## src/rtl/sobel_stream.sv

```systemverilog
// Streaming 3x3 Sobel edge detector: one pixel in, one edge bit out, raster order.
// Optional build macro SOBEL_MAG_OUT_EN adds the registered gradient magnitude output out_mag.
module sobel_stream #(
    parameter int WIDTH = 128,
    parameter int DEPTH = 128,
    parameter int PIX_W = 8
) (
    input  logic             ClkPort,
    input  logic             Reset,
    input  logic [PIX_W-1:0] threshold,
    input  logic             in_valid,
    output logic             in_ready,
    input  logic [PIX_W-1:0] in_pixel,
    output logic             out_valid,
    input  logic             out_ready,
    output logic             out_edge,
    output logic             out_first,
    output logic             out_last
`ifdef SOBEL_MAG_OUT_EN
    ,
    output logic [PIX_W+2:0] out_mag
`endif
);

    localparam int CW = $clog2(WIDTH);
    localparam int RW = $clog2(DEPTH);
    localparam int GW = PIX_W + 3;
    localparam logic [CW-1:0] COL_LAST = CW'(WIDTH - 1);
    localparam logic [RW-1:0] ROW_LAST = RW'(DEPTH - 1);

    localparam logic [1:0] S_FILL  = 2'd0;
    localparam logic [1:0] S_RUN   = 2'd1;
    localparam logic [1:0] S_FLUSH = 2'd2;

    logic [1:0]       state;
    logic [CW-1:0]    in_col, c_col;
    logic [RW-1:0]    in_row, c_row;
    logic [PIX_W-1:0] thr_q;

    logic [PIX_W-1:0] line0 [WIDTH];
    logic [PIX_W-1:0] line1 [WIDTH];
    // Left and centre window columns; the right column is the live line-buffer/input column.
    logic [PIX_W-1:0] win [3][2];

    logic [PIX_W-1:0]        top_px, mid_px;
    logic signed [GW-1:0]    gx_p0, gy_p0;
    logic [GW-1:0]           mag_p0;
    logic                    border, edge_p0;
    logic                    accept, slot_free, in_last, load, flush_done;

    function automatic logic signed [GW-1:0] grad(input logic [PIX_W-1:0] a, b, c, d, e, f);
        logic signed [GW-1:0] pos, neg;
        pos = $signed(GW'(a)) + $signed(GW'({b, 1'b0})) + $signed(GW'(c));
        neg = $signed(GW'(d)) + $signed(GW'({e, 1'b0})) + $signed(GW'(f));
        return pos - neg;
    endfunction

    function automatic logic [GW-1:0] abs_sum(input logic signed [GW-1:0] x, y);
        logic [GW-1:0] ax, ay;
        ax = x[GW-1] ? $unsigned(-x) : $unsigned(x);
        ay = y[GW-1] ? $unsigned(-y) : $unsigned(y);
        return ax + ay;
    endfunction

    // Stage p0: combinational window and gradients for the pixel being accepted
    assign top_px  = line1[in_col];
    assign mid_px  = line0[in_col];
    assign gx_p0   = grad(top_px, mid_px, in_pixel, win[0][0], win[1][0], win[2][0]);
    assign gy_p0   = grad(win[2][0], win[2][1], in_pixel, win[0][0], win[0][1], top_px);
    assign mag_p0  = abs_sum(gx_p0, gy_p0);
    assign border  = (c_row == '0) || (c_row == ROW_LAST) || (c_col == '0) || (c_col == COL_LAST);
    assign edge_p0 = !border && (mag_p0 > GW'(thr_q));

    assign slot_free  = !out_valid || out_ready;
    assign accept     = in_valid && in_ready;
    assign in_last    = (in_row == ROW_LAST) && (in_col == COL_LAST);
    assign flush_done = (state == S_FLUSH) && out_valid && out_last && out_ready;
    assign load       = ((state == S_RUN) && accept) ||
                        ((state == S_FLUSH) && slot_free && !(out_valid && out_last));

    always_comb begin
        in_ready = 1'b0;
        case (state)
            S_FILL:  in_ready = 1'b1;
            S_RUN:   in_ready = slot_free;
            default: in_ready = 1'b0;
        endcase
    end

    always_ff @(posedge ClkPort) begin
        if (accept) begin
            line0[in_col] <= in_pixel;
            line1[in_col] <= mid_px;
            for (int r = 0; r < 3; r++) win[r][0] <= win[r][1];
            win[0][1] <= top_px;
            win[1][1] <= mid_px;
            win[2][1] <= in_pixel;
        end
    end

    // Stage p1: control state and the one-deep output register
    always_ff @(posedge ClkPort or posedge Reset) begin
        if (Reset) begin
            state     <= S_FILL;
            in_col    <= '0;
            in_row    <= '0;
            c_col     <= '0;
            c_row     <= '0;
            thr_q     <= '0;
            out_valid <= 1'b0;
            out_edge  <= 1'b0;
            out_first <= 1'b0;
            out_last  <= 1'b0;
        end else begin
            if (accept) begin
                if (state == S_FILL && in_row == '0 && in_col == '0) thr_q <= threshold;
                if (in_col == COL_LAST) begin
                    in_col <= '0;
                    in_row <= (in_row == ROW_LAST) ? '0 : in_row + 1'b1;
                end else begin
                    in_col <= in_col + 1'b1;
                end
            end

            case (state)
                S_FILL:  if (accept && in_row == RW'(1) && in_col == '0) state <= S_RUN;
                S_RUN:   if (accept && in_last) state <= S_FLUSH;
                S_FLUSH: if (flush_done) state <= S_FILL;
                default: state <= S_FILL;
            endcase

            if (load) begin
                out_valid <= 1'b1;
                out_edge  <= edge_p0;
                out_first <= (c_row == '0) && (c_col == '0);
                out_last  <= (c_row == ROW_LAST) && (c_col == COL_LAST);
                if (c_col == COL_LAST) begin
                    c_col <= '0;
                    c_row <= (c_row == ROW_LAST) ? '0 : c_row + 1'b1;
                end else begin
                    c_col <= c_col + 1'b1;
                end
            end else if (out_ready) begin
                out_valid <= 1'b0;
            end
        end
    end

`ifdef SOBEL_MAG_OUT_EN
    always_ff @(posedge ClkPort or posedge Reset) begin
        if (Reset) begin
            out_mag <= '0;
        end else if (load) begin
            out_mag <= border ? '0 : mag_p0;
        end
    end
`endif

endmodule

```

## config.mk

```make
export PLATFORM = sky130hd
export DESIGN_NAME = sobel_stream
export DESIGN_NICKNAME = d
export VERILOG_FILES = /design/src/rtl/sobel_stream.sv
export SDC_FILE = /design/constraint.sdc
export NUM_CORES = 2
export LEC_CHECK = 0
export ABC_AREA = 1
export CAP_MARGIN = 20
export CORE_UTILIZATION = 35
export DETAILED_ROUTE_END_ITERATION = 10
export SLEW_MARGIN = 30
export SYNTH_ARGS = -nofsm -noshare
export SYNTH_HDL_FRONTEND = slang
export SYNTH_SLANG_ARGS = --single-unit
```

## constraint.sdc

```tcl
create_clock -name ClkPort -period 9.4 [get_ports ClkPort]
set_input_delay 0.94 -clock ClkPort [delete_from_list [all_inputs] [get_ports ClkPort]]
set_output_delay 0.94 -clock ClkPort [all_outputs]
set_load 0.03 [all_outputs]
```

* Word level (Yosys, flattened, before mapping)
Memory sizes are Yosys's and may differ from the RTL's. Index checks and enable logic that the tools add are counted.
Operators by class: div/mod/pow operators 0, magnitude comparators 1, muxes and demuxes 15, $mul 0, reductions and logical operators 35, equal/unequal tests 10, shifts and indexed selects 0, add/sub/neg operators 17, bitwise gates (word level) 0
Operators with widths (number):
- 10-bit by 8-bit adder with 11-bit output | 4
- 8-bit by 9-bit adder with 10-bit output | 4
- 7-bit by 1-bit adder with 7-bit output (second input constant) | 4
- 7-bit equality test (second input constant) | 4
- 7-bit zero test | 4
- 7-bit 2-to-1 mux | 4
- 11-bit 2-to-1 mux | 2
- 11-bit negation | 2
- 11-bit subtractor | 2
- 1-bit logical AND | 17
- 11-bit adder | 1
- 11-bit by 8-bit > comparator with 1-bit output | 1
- 7-bit by 1-bit equality test with 1-bit output (second input constant) | 1
- 2-bit 2-to-1 mux | 3
- 2-bit case mux with 3 select lines | 1
- 2-bit AND reduction | 3
- 1-bit logical OR | 5
- 1-bit 2-to-1 mux | 4
- 2-bit by 1-bit inequality test with 1-bit output (second input constant) | 2
- 1-bit zero test | 3
- 3-bit AND reduction | 1
- 2-bit by 1-bit equality test with 1-bit output (second input constant) | 1
- 2-bit equality test (second input constant) | 1
- 2-bit zero test | 1
- other kinds (3) | 3
Word-level totals: register bits after elaboration 42, latch bits 0, bits in writable memories 2096, memory bits (read-only) 0, logic and storage cells 91, output and inout bits 5, memories 3
Memories:
- line0 | words 128, width 8, rd ports 1, clocked after Yosys merged registers in 0, wr ports 1, RTL line 40 | logic [PIX_W-1:0] line0 [WIDTH];
- line1 | words 128, width 8, rd ports 1, clocked after Yosys merged registers in 0, wr ports 1, RTL line 41 | logic [PIX_W-1:0] line1 [WIDTH];
- win | words 3, width 16, rd ports 3, clocked after Yosys merged registers in 0, wr ports 3, RTL line 43 | logic [PIX_W-1:0] win [3][2];

* Depth between registers and ports, before layout
An unclocked memory read counts as a cell.
depth in word-level cells 9, depth in mapped cells 55, mapped depth without buffers 52

* Worst setup path after synthesis
No wires, ideal clock.
path kind reg2reg, start point register in_col[0], end point register out_edge, cell stages (with the launch flop) 51, path slack 0.406 ns, data arrival time 8.877 ns, library setup time 0.117 ns, period minus slack after synthesis 8.994 ns, path buffers 5, required time 9.283 ns, cell sequence dfrtp_1 buf_4 inv_2 buf_6 buf_6 nor2_2 buf_4 buf_2 a22o_1 nor2_1 nand3_1 nand2_1 nand2_1 o21ai_0 nand3_1 fa_1 inv_1 fa_1 [... 15 more ...] nand2_1 nand2_1 nand3_1 nand2_1 a21oi_1 nor2_1 nor2_1 xor2_1 inv_1 ha_1 nand2_1 nand2_1 nand2_1 nand3_1 nor2_1 nand3_1 nand2_1 nand2_1
Between the ends: cells in the longest elaborated chain, start to end 9, elaborated cells between the ends (all ways) 14
RTL lines:
- from (decl) | RTL line 36 | logic [CW-1:0] in_col, c_col;
- from (signal assigned) | RTL line 121 | in_col <= in_col + 1'b1;
- memory read 128 x 8 bit (*)
- via mid_px[4] | RTL line 45 | logic [PIX_W-1:0] top_px, mid_px;
- 8-bit by 9-bit adder with 10-bit output (*) | RTL line 53 | pos = $signed(GW'(a)) + $signed(GW'({b, 1'b0})) + $signed(GW'(c));
- 10-bit by 8-bit adder with 11-bit output (*) | RTL line 53
- 11-bit subtractor (*) | RTL line 55 | return pos - neg;
- 11-bit negation | RTL line 60 | ax = x[GW-1] ? $unsigned(-x) : $unsigned(x);
- 11-bit 2-to-1 mux (*) | RTL line 60
- 11-bit adder (*) | RTL line 62 | return ax + ay;
- 11-bit by 8-bit > comparator with 1-bit output (*) | RTL line 72 | assign edge_p0 = !border && (mag_p0 > GW'(thr_q));
- 1-bit logical AND (*) | RTL line 72
- to (signal assigned) | RTL line 134 | out_edge <= edge_p0;
- to (decl) | RTL line 16 | output logic out_edge,
The timed path passes the listed nets; every way through them passes the cells marked *. A chain may end at the register's enable or synchronous reset.

* Final worst setup path
start point register in_col[0], end point register out_edge
Between the ends: cells in the longest elaborated chain, start to end 9, elaborated cells between the ends (all ways) 14
RTL lines (RTL line):
- memory read 128 x 8 bit, on equally long branches
- 8-bit by 9-bit adder with 10-bit output | 53
- 10-bit by 8-bit adder with 11-bit output | 53
- 11-bit subtractor | 55
- 11-bit negation | 60
- 11-bit 2-to-1 mux | 60
- 11-bit adder (*) | 62
- 11-bit by 8-bit > comparator with 1-bit output (*) | 72
- 1-bit logical AND (*) | 72
Every way passes the cells marked *; elsewhere a longest branch is shown, timed or not.

==> flow_summary.toml <==
[worst_setup_path]
crit_path_start_kind = "register"
worst-path-max-fanout = 50
crit_type = "register to register"
cp-end-kind = "register"
required_ns = 10.15
cpMostUsedCell = "nand2_1"
slowest_delay_ns = 0.60
crit_arrival_ns = 9.21
cp_slowest_cell = "dfrtp_4"

[route]
vias = 53500
final_antenna_net_count = 1
drc = 0
viasPerCell = 5.31
wire_per_inst_um = 25.0
drtIter0Drc = 6656
finalWirelength_um = 252000
firstDrtPassIters = 6

[synthesis]
synth_commonest_cells = "edfxtp_1, nand2_1, nor2_1, o21ai_0, inv_1"
synthFlopType = "edfxtp_1"
synth.distinct_cells = 51
synth_area_um2 = 84600
yosys_warnings = 0
syn_avg_cell_area_um2 = 13.2
async_flop_share_pct = 1.96
ys_ff_latch = 2138
syn_nets = 6557
yosysSeqAreaShare_pct = 75.6
synth_edf_count = 2096
yosysMostFrequentCell = "edfxtp_1"
synth_area_leaders = "edfxtp_1, nand2_1, o21ai_0, nor2_1, fa_1"
synth_cells = 6421
synth_top_cell_area_share_pct = 74.4
yosys.area.top_type = "edfxtp_1"

[global_routing]
globalRoute.totalOverflow = 0
grt_pass1_vias = 51100
grt_max_degree = 99
grt_util_all_layers_pct = 20.4
antenna_found_initial = 9
grt_pass1_wl_um = 363000

[clocking]
clock_latency_ns = 0.88
cts_tree = "done"
numCtsBuffers = 211
cts-root-buf = "clkbuf_16"
cts_setup_buffers = 0
clock_sink_count = 2138
htreeDepth = 4
cts_resized = 0
clock_path_buffers = 3
path_clk_slew_ns = 0.06
ctsHoldBuffers = 0

[timing]
maxSlewHeadroom_pct = 32.4
setup_viol = 0
tns_ns = 0
finClkSkew_ns = 0.0338
period_share_pct = 90.0
rsz0062_at_grt = "no"
hold_viol_final = 0
min_period_ns = 8.46
clock.fmax_ghz = 0.118
slew_viol_final = 0
worstMarginPinSlew_ns = 1.01

[placement]
hpwlAfterDp_um = 147000
io_buffers = 24
finalWeightedCongestion = 0.900

[min_path]
hp-class = "register to register"

[flow_run]
cap_violations = 0

[final_layout]
area_delta_synth_final_pct = 15.2
nets = 6835
drive_gt1_share_pct = 10.0

[floorplan]
fp.dieW_um = 494
top_level_ports = 25
row_count = 180
core_um2 = 241000
start_util_pct = 35.2
dieArea_um2 = 244000
dieHeight_um = 494

[status]
violations = "antenna rules"
status = "finished, violations left"
[per-layer routing]
metal | routed length [um] | track usage (%)
met4 | 9650 | 7.70
met2 | 115000 | 31.9
met1 | 104000 | 28.5
met3 | 23100 | 3.53
met5 | 13 | 0
[through the flow]
step,hold WS (ns),cell area (um2),util (%),setup slack (ns),instances
after floorplan,0.400,84600,-,0.406,6421
after global placement,0.401,90700,37.7,0.851,9670
after detailed placement,0.405,90700,37.7,1.06,9670
after CTS,0.419,97500,40.5,1.01,10100
after global routing,0.422,97500,40.5,0.303,10100
final,0.420,97500,40.5,0.942,10100
[worst paths after layout]
kind,startpoint,to,slack (ns),cells past startpoint
max,in_col[0]$_DFFE_PP0P_,out_edge$_DFFE_PP0P_,0.94,39
min,win[0][20]$_DFFE_PP_,win[0][28]$_DFFE_PP_,0.42,0
max reg2reg,in_col[0]$_DFFE_PP0P_,out_edge$_DFFE_PP0P_,0.94,39
min reg2reg,win[0][20]$_DFFE_PP_,win[0][28]$_DFFE_PP_,0.42,0
max in group asynchronous,Reset,in_col[0]$_DFFE_PP0P_,8.38,3
min in group asynchronous,Reset,thr_q[4]$_DFFE_PP0P_,0.54,3
[layout make-up]
type                    instances  area [um2]
clock buffers                 263        5520
clock inverters               131        1200
inverters                     259        1010
repair buffers                353        3200
diodes                         10        25.0
fillers                     22100      143000
well taps                    3185        3990
multi-input cells            3736       18600
flip-flops and latches       2138       64000
[worst max-delay path: cells and delay by family, from the launching register on]
family	cells	cell delay (ns)
AO/OA/AOI/OAI	4	1.01
XOR/XNOR	2	0.28
adder cells (fa/ha/maj)	7	2.74
buffers and inverters	5	0.82
flip-flops	1	0.60
AND/OR/NAND/NOR	21	2.79
[cells in the final DEF, fill, tap and decap left out, types with 21 or more instances in the layout]
cell       netlist  layout
clkinv_2         0      43
edfxtp_1      2096    2096
nand2_1       1626    1619
a21oi_1        151     151
inv_1          244     241
o21ai_0        513     513
ha_1            53      53
nor2_1         601     594
xor2_1          21      21
a22oi_1        152     152
clkbuf_16        0     212
o31ai_1         44      43
clkbuf_1       147      49
nand4_1        163     163
buf_12           0      40
fa_1            63      63
nand3_1        202     196
clkinv_1         3      51
o2111ai_1       29      29
buf_4            5     294
dfrtp_1         42      41
[registers in the layout, summed over array words and instances (netlist names), 2 cells and up]
signal and flops:
in_row 7, c_row 7, win 48, thr_q 8, in_col 7, line0 1024, state 2, c_col 7
line1 1024
[cells by family (layout without fill, tap and decap cells)]
kind of cell / count (synthesis) / in the layout / share of synthesized area, %
compound gates: 949 / 949 / 6.48
xor+xnor: 28 / 28 / 0.290
fa+ha+maj: 116 / 116 / 2.27
buf+inv: 547 / 1006 / 2.64
flops: 2138 / 2138 / 75.6
mux: 8 / 8 / 0.106
other cells: 0 / 10 / 0
simple gates: 2635 / 2635 / 12.6
Power is left out: the tool's default activity adds up to more than one toggle a clock period on the data nets, which glitch-free logic cannot reach.
